File: src/rtl/controller_pkg.sv
// controller_pkg
//   Shared definitions for the multi-cycle RV32I control unit: RV32I major
//   opcodes, FSM state encoding (also visible on the state_o debug port),
//   trap cause encoding and the ALUOp/UIOp encodings the datapath expects.
package controller_pkg;

  // RV32I major opcodes (instr[6:0])
  localparam logic [6:0] OP_LUI    = 7'b0110111;
  localparam logic [6:0] OP_AUIPC  = 7'b0010111;
  localparam logic [6:0] OP_JAL    = 7'b1101111;
  localparam logic [6:0] OP_JALR   = 7'b1100111;
  localparam logic [6:0] OP_BRANCH = 7'b1100011;
  localparam logic [6:0] OP_LOAD   = 7'b0000011;
  localparam logic [6:0] OP_STORE  = 7'b0100011;
  localparam logic [6:0] OP_IMM    = 7'b0010011;
  localparam logic [6:0] OP_REG    = 7'b0110011;
  localparam logic [6:0] OP_FENCE  = 7'b0001111;
  localparam logic [6:0] OP_SYSTEM = 7'b1110011;

  typedef enum logic [2:0] {
    FETCH  = 3'd0,
    DECODE = 3'd1,
    EXEC   = 3'd2,
    MEM    = 3'd3,
    WB     = 3'd4,
    TRAP   = 3'd5
  } state_t;

  typedef enum logic [1:0] {
    CAUSE_NONE    = 2'b00,
    CAUSE_ILLEGAL = 2'b01,
    CAUSE_IMEM_TO = 2'b10,
    CAUSE_DMEM_TO = 2'b11
  } trap_cause_t;

  localparam logic [1:0] ALUOP_LDST   = 2'b00;
  localparam logic [1:0] ALUOP_BRANCH = 2'b01;
  localparam logic [1:0] ALUOP_RI     = 2'b10;
  localparam logic [1:0] ALUOP_JUMP   = 2'b11;

  localparam logic [1:0] UIOP_NONE  = 2'b00;
  localparam logic [1:0] UIOP_LUI   = 2'b01;
  localparam logic [1:0] UIOP_AUIPC = 2'b10;

endpackage

File: src/rtl/opcode_decode.sv
// opcode_decode
//   Purely combinational decode of a 7-bit RV32I opcode into the static
//   datapath control set, instruction-class flags for the sequencer, and an
//   illegal-opcode flag.
// Ports
//   op_i          in  7  opcode to decode
//   alu_src_o     out 1  ALU operand B takes the immediate
//   mem_to_reg_o  out 1  write-back data comes from memory
//   jalr_sel_o    out 1  jump target is rs1+imm
//   jal_signal_o  out 1  write-back data is OldPC+4
//   branch_o      out 1  control-transfer instruction
//   ui_op_o       out 2  01 LUI, 10 AUIPC
//   alu_op_o      out 2  00 ld/st, 01 branch, 10 R/I, 11 jal/jalr
//   is_*_o        out 1  instruction class flags for the FSM
//   illegal_o     out 1  opcode not supported by this core
module opcode_decode
  import controller_pkg::*;
#(
  parameter bit EN_SYSTEM = 1'b0
) (
  input  logic [6:0] op_i,
  output logic       alu_src_o,
  output logic       mem_to_reg_o,
  output logic       jalr_sel_o,
  output logic       jal_signal_o,
  output logic       branch_o,
  output logic [1:0] ui_op_o,
  output logic [1:0] alu_op_o,
  output logic       is_load_o,
  output logic       is_store_o,
  output logic       is_branch_o,
  output logic       is_jump_o,
  output logic       is_system_o,
  output logic       illegal_o
);

  always_comb begin
    alu_src_o    = 1'b0;
    mem_to_reg_o = 1'b0;
    jalr_sel_o   = 1'b0;
    jal_signal_o = 1'b0;
    branch_o     = 1'b0;
    ui_op_o      = UIOP_NONE;
    alu_op_o     = ALUOP_LDST;
    is_load_o    = 1'b0;
    is_store_o   = 1'b0;
    is_branch_o  = 1'b0;
    is_jump_o    = 1'b0;
    is_system_o  = 1'b0;
    illegal_o    = 1'b0;
    case (op_i)
      OP_REG: begin
        alu_op_o = ALUOP_RI;
      end
      OP_IMM: begin
        alu_src_o = 1'b1;
        alu_op_o  = ALUOP_RI;
      end
      OP_LUI: begin
        alu_src_o = 1'b1;
        ui_op_o   = UIOP_LUI;
      end
      OP_AUIPC: begin
        alu_src_o = 1'b1;
        ui_op_o   = UIOP_AUIPC;
      end
      OP_LOAD: begin
        alu_src_o    = 1'b1;
        mem_to_reg_o = 1'b1;
        is_load_o    = 1'b1;
      end
      OP_STORE: begin
        alu_src_o  = 1'b1;
        is_store_o = 1'b1;
      end
      OP_BRANCH: begin
        branch_o    = 1'b1;
        alu_op_o    = ALUOP_BRANCH;
        is_branch_o = 1'b1;
      end
      OP_JAL: begin
        branch_o     = 1'b1;
        jal_signal_o = 1'b1;
        alu_op_o     = ALUOP_JUMP;
        is_jump_o    = 1'b1;
      end
      OP_JALR: begin
        alu_src_o    = 1'b1;
        branch_o     = 1'b1;
        jalr_sel_o   = 1'b1;
        jal_signal_o = 1'b1;
        alu_op_o     = ALUOP_JUMP;
        is_jump_o    = 1'b1;
      end
      OP_FENCE, OP_SYSTEM: begin
        // Without system support these are simply unknown opcodes.
        if (EN_SYSTEM) is_system_o = 1'b1;
        else           illegal_o   = 1'b1;
      end
      default: illegal_o = 1'b1;
    endcase
  end

endmodule

File: src/rtl/multicycle_controller.sv
// multicycle_controller
//   Multi-cycle RV32I control unit. Sequences FETCH/DECODE/EXEC/MEM/WB for
//   each instruction, talks to instruction and data memories over req/ack,
//   drives the datapath control set plus PC/IR write enables, and halts in a
//   sticky TRAP state on an illegal opcode or a memory timeout.
//
//   Memory handshake: a request (imem_req/dmem_req) is held high, unchanged,
//   until the cycle in which the matching ack is high; that cycle completes
//   the transfer. An ack seen while the request is low has no effect.
//
// Ports
//   clk, reset_n          clock, async active-low reset
//   Opcode      in  7     instr[6:0] from IR, valid from DECODE onward
//   imem_ack    in  1     instruction word valid this cycle
//   dmem_ack    in  1     data access complete this cycle
//   imem_req    out 1     instruction fetch request
//   dmem_req    out 1     data memory request
//   IRWrite     out 1     load IR/OldPC (pulse)
//   PCWrite     out 1     update PC (pulse)
//   ALUSrc, MemtoReg, JalrSel, jal_signal, Branch, UIOp, ALUOp
//                         static controls decoded from the latched opcode
//   RegWrite, MemRead, MemWrite
//                         decoded and qualified by the current state
//   trap, trap_cause      sticky halt flag and its cause
//   state_o     out 3     current FSM state (debug)
module multicycle_controller
  import controller_pkg::*;
#(
  parameter int TIMEOUT_CYCLES = 15,
  parameter int TIMEOUT_W      = $clog2(TIMEOUT_CYCLES + 1),
  parameter bit EN_SYSTEM      = 1'b0
) (
  input  logic       clk,
  input  logic       reset_n,
  input  logic [6:0] Opcode,
  input  logic       imem_ack,
  input  logic       dmem_ack,
  output logic       imem_req,
  output logic       dmem_req,
  output logic       IRWrite,
  output logic       PCWrite,
  output logic       ALUSrc,
  output logic       MemtoReg,
  output logic       JalrSel,
  output logic       jal_signal,
  output logic       Branch,
  output logic       RegWrite,
  output logic       MemRead,
  output logic       MemWrite,
  output logic [1:0] UIOp,
  output logic [1:0] ALUOp,
  output logic       trap,
  output logic [1:0] trap_cause,
  output logic [2:0] state_o
);

  // A disabled timeout still needs a 1-bit counter to keep widths legal.
  localparam int              CNT_W      = (TIMEOUT_W < 1) ? 1 : TIMEOUT_W;
  localparam bit              TIMEOUT_EN = (TIMEOUT_CYCLES != 0);
  localparam logic [CNT_W-1:0] CNT_MAX   = CNT_W'(TIMEOUT_CYCLES);
  localparam logic [CNT_W-1:0] CNT_LAST  = CNT_W'(TIMEOUT_CYCLES - 1);

  state_t           state_q, state_d;
  logic [6:0]       op_q, op_d;
  logic [CNT_W-1:0] cnt_q, cnt_d, cnt_inc;
  trap_cause_t      cause_q, cause_d;
  // Low while in reset and until the first clock after release, so no
  // request is raised during reset.
  logic             run_q;

  logic [6:0] dec_op;
  logic       dec_load, dec_store, dec_branch, dec_jump, dec_system, dec_illegal;
  logic       timeout_hit;

  // In DECODE the opcode is judged straight from the IR; afterwards the
  // latched copy drives the static controls.
  assign dec_op = (state_q == DECODE) ? Opcode : op_q;

  opcode_decode #(.EN_SYSTEM(EN_SYSTEM)) u_decode (
    .op_i         (dec_op),
    .alu_src_o    (ALUSrc),
    .mem_to_reg_o (MemtoReg),
    .jalr_sel_o   (JalrSel),
    .jal_signal_o (jal_signal),
    .branch_o     (Branch),
    .ui_op_o      (UIOp),
    .alu_op_o     (ALUOp),
    .is_load_o    (dec_load),
    .is_store_o   (dec_store),
    .is_branch_o  (dec_branch),
    .is_jump_o    (dec_jump),
    .is_system_o  (dec_system),
    .illegal_o    (dec_illegal)
  );

  // This waiting cycle is the TIMEOUT_CYCLES-th one without an ack.
  assign timeout_hit = TIMEOUT_EN && (cnt_q == CNT_LAST);
  assign cnt_inc     = (cnt_q == CNT_MAX) ? cnt_q : cnt_q + CNT_W'(1);

  always_comb begin
    state_d  = state_q;
    op_d     = op_q;
    cnt_d    = cnt_q;
    cause_d  = cause_q;
    imem_req = 1'b0;
    dmem_req = 1'b0;
    IRWrite  = 1'b0;
    PCWrite  = 1'b0;
    RegWrite = 1'b0;
    MemRead  = 1'b0;
    MemWrite = 1'b0;
    case (state_q)
      FETCH: begin
        if (run_q) begin
          imem_req = 1'b1;
          if (imem_ack) begin
            IRWrite = 1'b1;
            state_d = DECODE;
          end else begin
            cnt_d = cnt_inc;
            if (timeout_hit) begin
              state_d = TRAP;
              cause_d = CAUSE_IMEM_TO;
            end
          end
        end
      end
      DECODE: begin
        op_d = Opcode;
        if (dec_illegal) begin
          state_d = TRAP;
          cause_d = CAUSE_ILLEGAL;
        end else begin
          state_d = EXEC;
        end
      end
      EXEC: begin
        if (dec_load || dec_store) begin
          state_d = MEM;
        end else if (dec_branch) begin
          PCWrite = 1'b1;
          state_d = FETCH;
        end else if (dec_jump) begin
          // PC takes the jump target now; WB only writes the link register.
          PCWrite = 1'b1;
          state_d = WB;
        end else if (dec_system) begin
          PCWrite = 1'b1;
          state_d = FETCH;
        end else begin
          state_d = WB;
        end
      end
      MEM: begin
        dmem_req = 1'b1;
        MemRead  = dec_load;
        MemWrite = dec_store;
        if (dmem_ack) begin
          if (dec_load) begin
            state_d = WB;
          end else begin
            PCWrite = 1'b1;
            state_d = FETCH;
          end
        end else begin
          cnt_d = cnt_inc;
          if (timeout_hit) begin
            state_d = TRAP;
            cause_d = CAUSE_DMEM_TO;
          end
        end
      end
      WB: begin
        RegWrite = 1'b1;
        PCWrite  = !dec_jump;
        state_d  = FETCH;
      end
      TRAP: begin
        // Halted; only reset leaves this state.
      end
      default: state_d = FETCH;
    endcase
    // Each new memory access gets a fresh timeout budget.
    if ((state_d != state_q) && ((state_d == FETCH) || (state_d == MEM))) begin
      cnt_d = '0;
    end
  end

  always_ff @(posedge clk or negedge reset_n) begin
    if (!reset_n) begin
      state_q <= FETCH;
      op_q    <= 7'd0;
      cnt_q   <= '0;
      cause_q <= CAUSE_NONE;
      run_q   <= 1'b0;
    end else begin
      state_q <= state_d;
      op_q    <= op_d;
      cnt_q   <= cnt_d;
      cause_q <= cause_d;
      run_q   <= 1'b1;
    end
  end

  assign trap       = (state_q == TRAP);
  assign trap_cause = cause_q;
  assign state_o    = state_q;

endmodule

File: config.mk
export PLATFORM = sky130hd
export DESIGN_NAME = multicycle_controller
export DESIGN_NICKNAME = d
export VERILOG_FILES = /design/src/rtl/controller_pkg.sv /design/src/rtl/opcode_decode.sv /design/src/rtl/multicycle_controller.sv
export SDC_FILE = /design/constraint.sdc
export NUM_CORES = 1
export LEC_CHECK = 0
export ABC_AREA = 1
export ABC_CLOCK_PERIOD_IN_PS = 2100
export BUFFER_PORTS_ARGS = -buffer_cell sky130_fd_sc_hd__buf_2
export CAP_MARGIN = 20
export CORE_MARGIN = 5
export CORE_UTILIZATION = 49
export CTS_BUF_LIST = sky130_fd_sc_hd__clkbuf_2
export CTS_CLUSTER_DIAMETER = 40
export DETAILED_ROUTE_END_ITERATION = 8
export PLACE_DENSITY = 0.82
export SETUP_SLACK_MARGIN = 0.3
export SLEW_MARGIN = 15
export SYNTH_ARGS = -nofsm -noshare
export SYNTH_HDL_FRONTEND = slang
export SYNTH_SLANG_ARGS = --single-unit
File: constraint.sdc
create_clock -name clk -period 2.1 [get_ports clk]
set_input_delay 0.315 -clock clk [delete_from_list [all_inputs] [get_ports clk]]
set_output_delay 0.315 -clock clk [all_outputs]
set_load 0.01 [all_outputs]
==> run metrics <==
via count of the routed design=1646; antenna violations before repair=0; syn nets=179; root cell of the clock tree=clkbuf_2; CP max FO=7; critical path class=register to output port; Cell variety after synth=26; routed len/inst=20.4 µm; cell area after synthesis=0.00119 mm²; layout cells sized above 1=0.567; die area=0.00352 mm²; largest net degree at the start of global routing=18; pins over their slew limit=0; Worst Setup SP=state_o[0]$_DFF_PN0_; Area Growth Syn to Fin=65.2%; final instance area=0.00197 mm²; hpwl dp=2.79 mm; Die X=59.3 µm; met1 usage=0.317; gp weighted congestion=0.985; final hold violation count=0; Max Cap Viol=0; Layout Skew=0.00710 ns; Final period util=1.23; vias per cell=6.19; P_leak=0.00103 µW; PwrDens=1570 mW/mm²; clock transition at the registers of the reported paths=0.20 ns; RSZ-0062 raised after global routing=true; failing checks=setup timing; Worst setup EP type=output port; Synth Flop Type=dfrtp_1; remaining global-route overflow=0; most common cell after layout, fill and taps aside=buf_2; Hold Crit Start=Opcode[6]; final WL=5.43 mm; Seq/Total Area, Yosys=0.357; final setup fails=18; port bufs=32; GR peak layer=met2; Fmax=388 MHz; Worst-Skew Late Latency=0.33 ns; DRC errors left=0; Mean Syn Cell Area=7.18 µm²; CTS Buf Count=3; Final WS setup=-0.476 ns; nets=252; FF+latch count, synth=17; Setup TNS=-3.90 ns; ys async rst share=1.00; TritonCTS clock tree=done; Critical Path RT=1.78 ns; first-pass GRT wire length=7.13 mm; antenna viol nets, final=0; Num Clock Sinks=17; height of the die=59.3 µm; Initial Util=0.523; peak supply drop=1.07 mV; most frequent cells in the layout=buf_2 (30), nand2_1 (27), buf_4 (27), inv_1 (17), dfrtp_1 (15); Rows=17; CTS max path bufs=2; gr usage total=0.272; H-Tree Depth=1; Startpoint Class=register; Antenna Cells=0; core area=0.00228 mm²; worst r2r src=state_o[0]$_DFF_PN0_; number of global-route vias before repair=1446; Ys Warns=0; first-iteration detailed-routing DRC count=168; r2r setup slk=-0.16 ns; GRT met2 Usage=0.452; Initial DRT Pass Iterations=6; Cells after Synth=166; # IOs=33; Critical Path AT=2.26 ns; final worst path period need=2.58 ns; grt met3 use=0.0675; # fillers=108; worst hold path type=primary input to register; status=finished, violations left; Placed Area=0.00147 mm²; Hold WS=0.282 ns; Post-synth EDFFs=0
-- what timing repair did --
action / in CTS / in global routing
pin swaps: 17 / 17
setup buffers: 18 / 10
hold endpoints to repair: 17 / 0
endpoints found under the setup margin: 18 / 26
hold buffers: 1 / 0
cloned: 1 / 0
gates resized for setup: 26 / 33
-- through the flow --
step           std cells  power [µW]  setup WS, ns  utilization
2_1_floorplan        166        1470         0.251            -
3_3_place_gp         232        1810         0.128        0.647
3_5_place_dp         232        1860        0.0416        0.647
4_1_cts              256        2470        -0.175        0.776
5_1_grt              266        3220        -0.549        0.865
6_report             266        3090        -0.476        0.865
-- flip-flops by register name (all words and copies together), names as in the netlist --
register    cells
op_q            7
cnt_q           4
state_o         3
trap_cause      2
run_q           1
-- cell families after synthesis --
group,Yosys count,share of synthesized area
AND/OR/NAND/NOR,95,0.401
XOR/XNOR,3,0.0221
AO/OA/AOI/OAI,19,0.0945
flip-flops,17,0.357
other,1,0.00315
adder cells (fa/ha/maj),2,0.0210
buffers and inverters,29,0.101
-- layer usage --
layer,routed length [µm],vias up,part of all wire
li1,-,678,-
met1,1940,767,0.36
met2,2430,153,0.45
met3,645,48,0.12
met4,412,0,0.076
met5,0,-,0
-- synth_stat cells, types with 3 or more instances --
cell type  number  share of area
nand3_2         3          0.025
nand4_1         5          0.026
o21ai_0         3          0.013
nand2_2        10          0.053
a21oi_1         7          0.029
nand3_1         9          0.038
nor2_2          6          0.032
nor2_1         18          0.057
inv_1          23          0.072
nand2_1        36           0.11
nor3_1          3          0.013
xor2_1          3          0.022
o211ai_1        3          0.019
dfrtp_1        17           0.36
inv_2           4          0.013
-- power by group --
group / total [µW] / leakage, µW / switching, µW / internal, µW
logic: 2370 / 0.000805 / 1410 / 965
clock network: 175 / 0.0000166 / 125 / 50.4
registers: 543 / 0.000207 / 101 / 443
total: 3090 / 0.00103 / 1630 / 1460
-- critical path: stages (launching register included) --
cell and delay [ns]:
dfrtp_2 0.54, inv_2 0.11, nor2_4 0.16, nand3_2 0.12
nand2_4 0.13, nand2_4 0.09, a21oi_4 0.15, nand2_2 0.10
inv_2 0.08, nand2_1 0.09, o211ai_1 0.18, buf_2 0.20
-- worst paths after layout --
kind	cells after the start	endpoint
max	11	PCWrite
min	3	op_q[6]$_DFF_PN0_
max reg2reg	15	cnt_q[1]$_DFFE_PN0P_
min reg2reg	2	trap_cause[0]$_DFFE_PN0P_
max in group asynchronous	2	state_o[1]$_DFF_PN0_
min in group asynchronous	2	op_q[0]$_DFF_PN0_
-- final cells by class --
class	instances	area, µm²	area share
clock buffers	4	20.0	0.0102
inverters	27	106	0.0540
multi-input cells	121	880	0.447
flip-flops and latches	17	428	0.217
well taps	28	35.0	0.0178
repair buffers	69	499	0.254
Note: power is estimated with default switching activity, not from simulation.
